File: src/rtl/key_debounce.sv
// key_debounce: eight push-button inputs -> synchronised, debounced levels
// plus one-cycle press pulses.
// Optional auto-repeat on held keys is built when the macro
// KEY_AUTOREPEAT_EN is defined; without it no repeat logic exists.
module key_debounce #(
    parameter int         DEBOUNCE_CYC     = 20000,
    parameter int         KEY_ACTIVE_LOW   = 1,
    parameter int         REPEAT_DELAY_CYC = 500000,
    parameter int         REPEAT_RATE_CYC  = 100000,
    parameter logic [7:0] REPEAT_MASK      = 8'h30
) (
    input  logic       CLK,
    input  logic       RESETN,
    input  logic [7:0] KEY_RAW,
    output logic [7:0] KEY,
    output logic [7:0] KEY_LEVEL
);

    localparam int               CNT_W    = $clog2(DEBOUNCE_CYC + 1);
    localparam logic [CNT_W-1:0] CNT_TC   = CNT_W'(DEBOUNCE_CYC - 1);
    localparam logic [7:0]       RAW_IDLE = (KEY_ACTIVE_LOW != 0) ? 8'hFF : 8'h00;

    logic [7:0]       r_sync1;
    logic [7:0]       r_sync2;
    logic [7:0]       r_level;
    logic [7:0]       r_key;
    logic [CNT_W-1:0] r_cnt [8];

    logic [7:0]       w_pressed;
    logic [7:0]       w_toggle;
    logic [7:0]       w_level_next;
    logic [7:0]       w_rise;
    logic [7:0]       w_repeat;
    logic [CNT_W-1:0] w_cnt_next [8];

    // Two-flop synchroniser; idles at the released raw level in reset.
    always_ff @(posedge CLK or negedge RESETN) begin
        if (!RESETN) begin
            r_sync1 <= RAW_IDLE;
            r_sync2 <= RAW_IDLE;
        end else begin
            r_sync1 <= KEY_RAW;
            r_sync2 <= r_sync1;
        end
    end

    assign w_pressed = (KEY_ACTIVE_LOW != 0) ? ~r_sync2 : r_sync2;

    // Mismatch counters: count while input disagrees with the stable level,
    // toggle the level on the cycle the count would reach DEBOUNCE_CYC.
    always_comb begin
        w_toggle = '0;
        for (int i = 0; i < 8; i++) begin
            w_cnt_next[i] = '0;
            if (w_pressed[i] != r_level[i]) begin
                if (r_cnt[i] == CNT_TC) begin
                    w_toggle[i] = 1'b1;
                end else begin
                    w_cnt_next[i] = r_cnt[i] + CNT_W'(1);
                end
            end
        end
    end

    assign w_level_next = r_level ^ w_toggle;
    assign w_rise       = w_level_next & ~r_level;

`ifdef KEY_AUTOREPEAT_EN
    localparam int REP_MAX = (REPEAT_DELAY_CYC > REPEAT_RATE_CYC) ? REPEAT_DELAY_CYC
                                                                   : REPEAT_RATE_CYC;
    localparam int               REP_W     = $clog2(REP_MAX + 1);
    localparam logic [REP_W-1:0] REP_DELAY = REP_W'(REPEAT_DELAY_CYC - 1);
    localparam logic [REP_W-1:0] REP_RATE  = REP_W'(REPEAT_RATE_CYC - 1);

    logic [REP_W-1:0] r_rep [8];

    // Per-key repeat down-counter: loaded on the press, fires at zero and
    // reloads with the rate; held at zero while the key is released.
    always_ff @(posedge CLK or negedge RESETN) begin
        if (!RESETN) begin
            for (int i = 0; i < 8; i++) r_rep[i] <= '0;
        end else begin
            for (int i = 0; i < 8; i++) begin
                if (!REPEAT_MASK[i] || !w_level_next[i]) begin
                    r_rep[i] <= '0;
                end else if (w_rise[i]) begin
                    r_rep[i] <= REP_DELAY;
                end else if (r_rep[i] == '0) begin
                    r_rep[i] <= REP_RATE;
                end else begin
                    r_rep[i] <= r_rep[i] - REP_W'(1);
                end
            end
        end
    end

    // A repeat fires only on a held key whose timer has run out.
    always_comb begin
        w_repeat = '0;
        for (int i = 0; i < 8; i++) begin
            w_repeat[i] = REPEAT_MASK[i] && w_level_next[i] && r_level[i]
                          && (r_rep[i] == '0);
        end
    end
`else
    assign w_repeat = 8'h00;
`endif

    // Stable levels, counters and registered pulse outputs.
    always_ff @(posedge CLK or negedge RESETN) begin
        if (!RESETN) begin
            r_level <= '0;
            r_key   <= '0;
            for (int i = 0; i < 8; i++) r_cnt[i] <= '0;
        end else begin
            r_level <= w_level_next;
            r_key   <= w_rise | w_repeat;
            for (int i = 0; i < 8; i++) r_cnt[i] <= w_cnt_next[i];
        end
    end

    assign KEY       = r_key;
    assign KEY_LEVEL = r_level;

endmodule

File: config.mk
export PLATFORM = sky130hd
export DESIGN_NAME = key_debounce
export DESIGN_NICKNAME = d
export VERILOG_FILES = /design/src/rtl/key_debounce.sv
export SDC_FILE = /design/constraint.sdc
export NUM_CORES = 1
export LEC_CHECK = 0
export BUFFER_PORTS_ARGS = -buffer_cell sky130_fd_sc_hd__buf_2
export CAP_MARGIN = 15
export CORE_AREA = 2 2 155 157
export DETAILED_ROUTE_END_ITERATION = 8
export DIE_AREA = 0 0 157 159
export GPL_TIMING_DRIVEN = 0
export MAX_ROUTING_LAYER = met4
export PLACE_DENSITY_LB_ADDON = 0.05
export SKIP_LAST_GASP = 1
export SLEW_MARGIN = 0
export SYNTH_ARGS = -nofsm -noshare
export SYNTH_HDL_FRONTEND = slang
export SYNTH_SLANG_ARGS = --single-unit
File: constraint.sdc
create_clock -name CLK -period 2.2 [get_ports CLK]
set_clock_uncertainty 0.05 [all_clocks]
set_input_delay 0 -clock CLK [delete_from_list [all_inputs] [get_ports CLK]]
set_output_delay 0 -clock CLK [all_outputs]
set_load 0.1 [all_outputs]
Yosys cells after proc, flatten, opt, wreduce, memory -nomap -nowiden. Cells that the tools add are included.

Register bits: 152. Bits of input ports: 10. Output and inout bits: 16. Word-level logic and storage cells: 72.

$add $sub $neg: 8. Eq/ne operators: 16. Muxes and demuxes: 32. Bitwise operators: 4.

Operators by type and width (count): 15-bit 2-to-1 mux (16); 15-bit by 1-bit adder with 15-bit output, second input constant (8); 15-bit == test, second input constant (8); 1-bit 2-to-1 mux (16); 8-bit NOT (2); 8-bit bitwise AND (1); 1-bit inequality test (8); 8-bit bitwise XOR (1).

Depth between registers and ports, before layout.
Word-level depth: 5. Mapped depth: 7.

Worst setup path before layout. No wires, ideal clock.

Path type: reg-to-reg. Start: register r_cnt[57] in the netlist's numbering. End: register r_level[4], in the netlist KEY_LEVEL[4]. Library setup time: 63 ps. Data arrival time: 1809 ps. Required time: 2087 ps. Setup slack: 278 ps. Cell stages (with the launch flop): 6. Period minus slack after synthesis: 1922 ps. Path through: dfrtp_1 or4b_1 or4_4 nor2_1 ha_1 inv_1.

Cells in the longest elaborated chain, start to end: 4.

RTL lines: start: declaration (RTL line 27) `logic [CNT_W-1:0] r_cnt [8];`; 15-bit == test (RTL line 56) `if (r_cnt[i] == CNT_TC) begin`; 1-bit 2-to-1 mux (RTL line 56); 1-bit 2-to-1 mux (RTL line 55) `if (w_pressed[i] != r_level[i]) begin`; 8-bit bitwise XOR (RTL line 65) `assign w_level_next = r_level ^ w_toggle;`; via w_level_next[4] (RTL line 31) `logic [7:0] w_level_next;`; end signal: assignment (RTL line 116) `r_level <= w_level_next;`; end: declaration (RTL line 25) `logic [7:0] r_level;`.

The timed path passes the listed nets, and every way through them passes these cells.

==> summary.md <==
| Metric | Value |
|---|---|
| Status | `finished, final reports clean` |
| DIE AREA | `24960 sq um` |
| Worst VDD drop | `0.0004280 V` |
| FF-to-FF path depth | `5` |
| Clk_lat worst skew | `420 ps` |
| Crit path cell chain | `ha_1 > nand4_1 > or4_1 > or3_1 > a21oi_1` |
| Pre-Repair DR Iteration Count | `4` |
| Lkg Pwr | `3.616 nW` |
| Post-route ant nets | `0` |
| Relative slew slack | `64.04%` |
| Crit Path Max Fanout | `5` |
| Area share of the largest cell type after synthesis | `49.41%` |
| Maxcap violations | `0` |
| Area contributors post-synth | `dfrtp_1 49%, xor2_1 9.0%, nor2_1 6.5%` |
| Synth Warn # | `0` |
| Tmin final | `2058 ps` |
| CTS buffer count | `17` |
| Maximum level of the CTS H-tree | `4` |
| Cell Rows | `56` |
| Initial antenna violation count | `0` |
| Via density | `4.476` |
| #FFs+latches synth | `152` |
| Pwr dens | `795.7 nW/um^2` |
| Worst reg2reg endpoint | `r_cnt[14]` |
| Synth cell types | `32` |
| Routability Congestion | `0.7555` |
| Slew Limit Fails | `0` |
| Nets | `731` |
| Final WL | `12670 microns` |
| Final Setup Violations | `0` |
| Die H | `159 microns` |
| Routed via count | `4642` |
| Longest Clk Path Bufs | `2` |
| Total gr overflow | `0` |
| Cell area after layout | `8235 sq um` |
| IO buf count | `25` |
| Max frequency | `0.4859 GHz` |
| Most frequent cells in the layout | `136 x dfrtp_1, 120 x nor2_1, 71 x xor2_1` |
| Synth area leader | `dfrtp_1` |
| Fillers | `2327` |
| Critical Path End Type | `flip-flop` |
| CTS root buf | `clkbuf_16` |
| Mapped Avg Cell Area | `10.53 sq um` |
| Largest net degree at the start of global routing | `93` |
| Pin slew with the least headroom to its limit | `539.4 ps` |
| Setup TNS | `0 ps` |
| Crit start category | `flip-flop` |
| Area of the mapped netlist | `6888 sq um` |
| Wire length per cell | `12.21 microns` |
| Reg2reg setup slack | `140 ps` |
| DP Area | `7450 sq um` |
| Crit path max-delay cell type | `or4_1` |
| Starting density of the core | `29.70%` |
| Post-synth net total | `680` |
| Die Width | `157 microns` |
| Hold Path Class | `in -> async` |
| Post-synthesis cell count | `654` |
| Seq/Total Area, Yosys | `55.51%` |
| Vias in the first global route | `4741` |
| CTS tree | `built` |
| Multi-input logic area | `2867 sq um` |
| Unrepaired setup endpoints after global routing | `yes` |
| All-Layer GR Usage | `11.61%` |
| First-pass GRT wire length | `22940 microns` |
| Required time worst endpoint | `2490 ps` |
| Critical Path AT | `2350 ps` |
| Critical path class | `reg -> reg` |
| Register Area | `3824 sq um` |
| Tcrit/Tclk final | `93.55%` |
| Commonest non-fill, non-tap cell in the layout | `dfrtp_1` |
| Post-DP HPWL | `8332 microns` |
| Ports | `26` |
| Layout cells sized above 1 | `12.81%` |
| Residual DRC | `0` |
| Count of final hold-check violations | `0` |
| RR Startpoint | `r_cnt[0]` |
| DR iter-0 viols | `222` |
| Reg clk slew, reported paths | `60 ps` |
| Core Area | `23190 sq um` |
| # diodes | `0` |
| P&R area growth vs syn | `19.56%` |
| Worst path max stage delay | `590 ps` |
| CTS sink cnt | `152` |
per-stage QoR:
stage / std cells / power, mW / hold slack, ps / utilization [%] / setup WS, ps
global route: 1037 / 6.860 / 98.94 / 35.51 / -2.231
detailed placement: 999 / 3.158 / -73.21 / 32.12 / -120.6
CTS: 1039 / 6.695 / 66.87 / 35.51 / 3.803
global placement: 998 / 3.146 / 54.67 / 31.96 / -1351
floorplan: 654 / 3.046 / -345.6 / - / 277.6
finish: 1037 / 6.553 / 51.13 / 35.51 / 141.8
cell usage after synthesis:
| cell type | instances |
|---|---|
| or3_1 | 2 |
| nor4b_1 | 6 |
| nand2_1 | 24 |
| xor2_1 | 71 |
| and3_1 | 10 |
| nor4_1 | 13 |
| ha_1 | 16 |
| or2_0 | 1 |
| and4_1 | 19 |
| or4_4 | 1 |
| nand2b_1 | 7 |
| nand4_1 | 43 |
| and2_1 | 3 |
| nor3_1 | 15 |
| nor2_2 | 10 |
| clkbuf_1 | 18 |
| or4_1 | 2 |
| nand2b_4 | 1 |
| nor2b_1 | 1 |
| a21oi_1 | 3 |
| buf_12 | 1 |
| nor4bb_1 | 1 |
| xnor2_1 | 38 |
| nand4b_1 | 1 |
| nand3_1 | 40 |
| o21ai_0 | 2 |
| dfstp_2 | 16 |
| nor2_1 | 120 |
| dfrtp_1 | 136 |
| or4b_1 | 2 |
| inv_1 | 30 |
| o31ai_1 | 1 |
area by class of cell:
type	count	area share, %
sequential	152	46.43
multi-input combinational	453	34.81
clock buffer	17	5.166
tap	319	4.847
clock inverter	15	3.327
timing repair buffer	35	3.069
inverter	30	1.367
buffer	16	0.9875
cell families (layout without fill, tap and decap cells):
group	count (synthesis)	after routing	synth area share, %
simple gates	322	322	24.34
compound gates	6	6	0.4723
flops	152	152	55.51
xor+xnor	109	109	13.86
fa+ha+maj	16	16	2.906
buf+inv	49	113	2.906
flip-flops by register name, indices dropped and copies added, names as in the netlist:
name / count
r_sync1: 8
KEY: 8
r_sync2: 8
KEY_LEVEL: 8
r_cnt: 120
timing repair:
item                                    CTS  global route
hold buffers                              9             0
endpoints found under the setup margin   10            72
buffers inserted                          0             0
gates resized for setup                   0            10
endpoints found under the hold margin   134             0
worst max-delay path by stage:
stage               startpoint      endpoint  slack (ps)  cells past startpoint
finish                r_cnt[0]     r_cnt[14]         140                      5
global route         r_cnt[75]     r_cnt[84]          -2                      7
CTS                  r_cnt[15]     r_cnt[24]           4                      7
detailed placement   r_cnt[30]     r_cnt[36]        -120                      7
global placement        RESETN     r_cnt[56]       -1350                      1
floorplan            r_cnt[57]  KEY_LEVEL[4]         280                      5
metal layers:
layer | share of wire (%) | track usage [%] | vias up
met1 | 48 | 14.93 | 2273
met5 | 0 | - | -
met2 | 47 | 17.78 | 44
met3 | 2.7 | 2.667 | 16
met4 | 1.6 | 4.420 | 0
li1 | - | - | 2309
power by group:
group	internal, mW	leakage (nW)	total [mW]	switching, mW
clock	2.25	0.334	3.44	1.19
sequential	2.86	2.05	2.90	0.0461
combinational	0.0716	1.23	0.205	0.133
total	5.18	3.62	6.55	1.37
worst max-delay path, delay by kind of cell (launching register included):
kind	cells	cell delay [ps]
AND/OR/NAND/NOR	3	1130
AO/OA/AOI/OAI	1	140
flip-flops	1	410
adder cells (fa/ha/maj)	1	250
(Power assumes the default switching activity.)
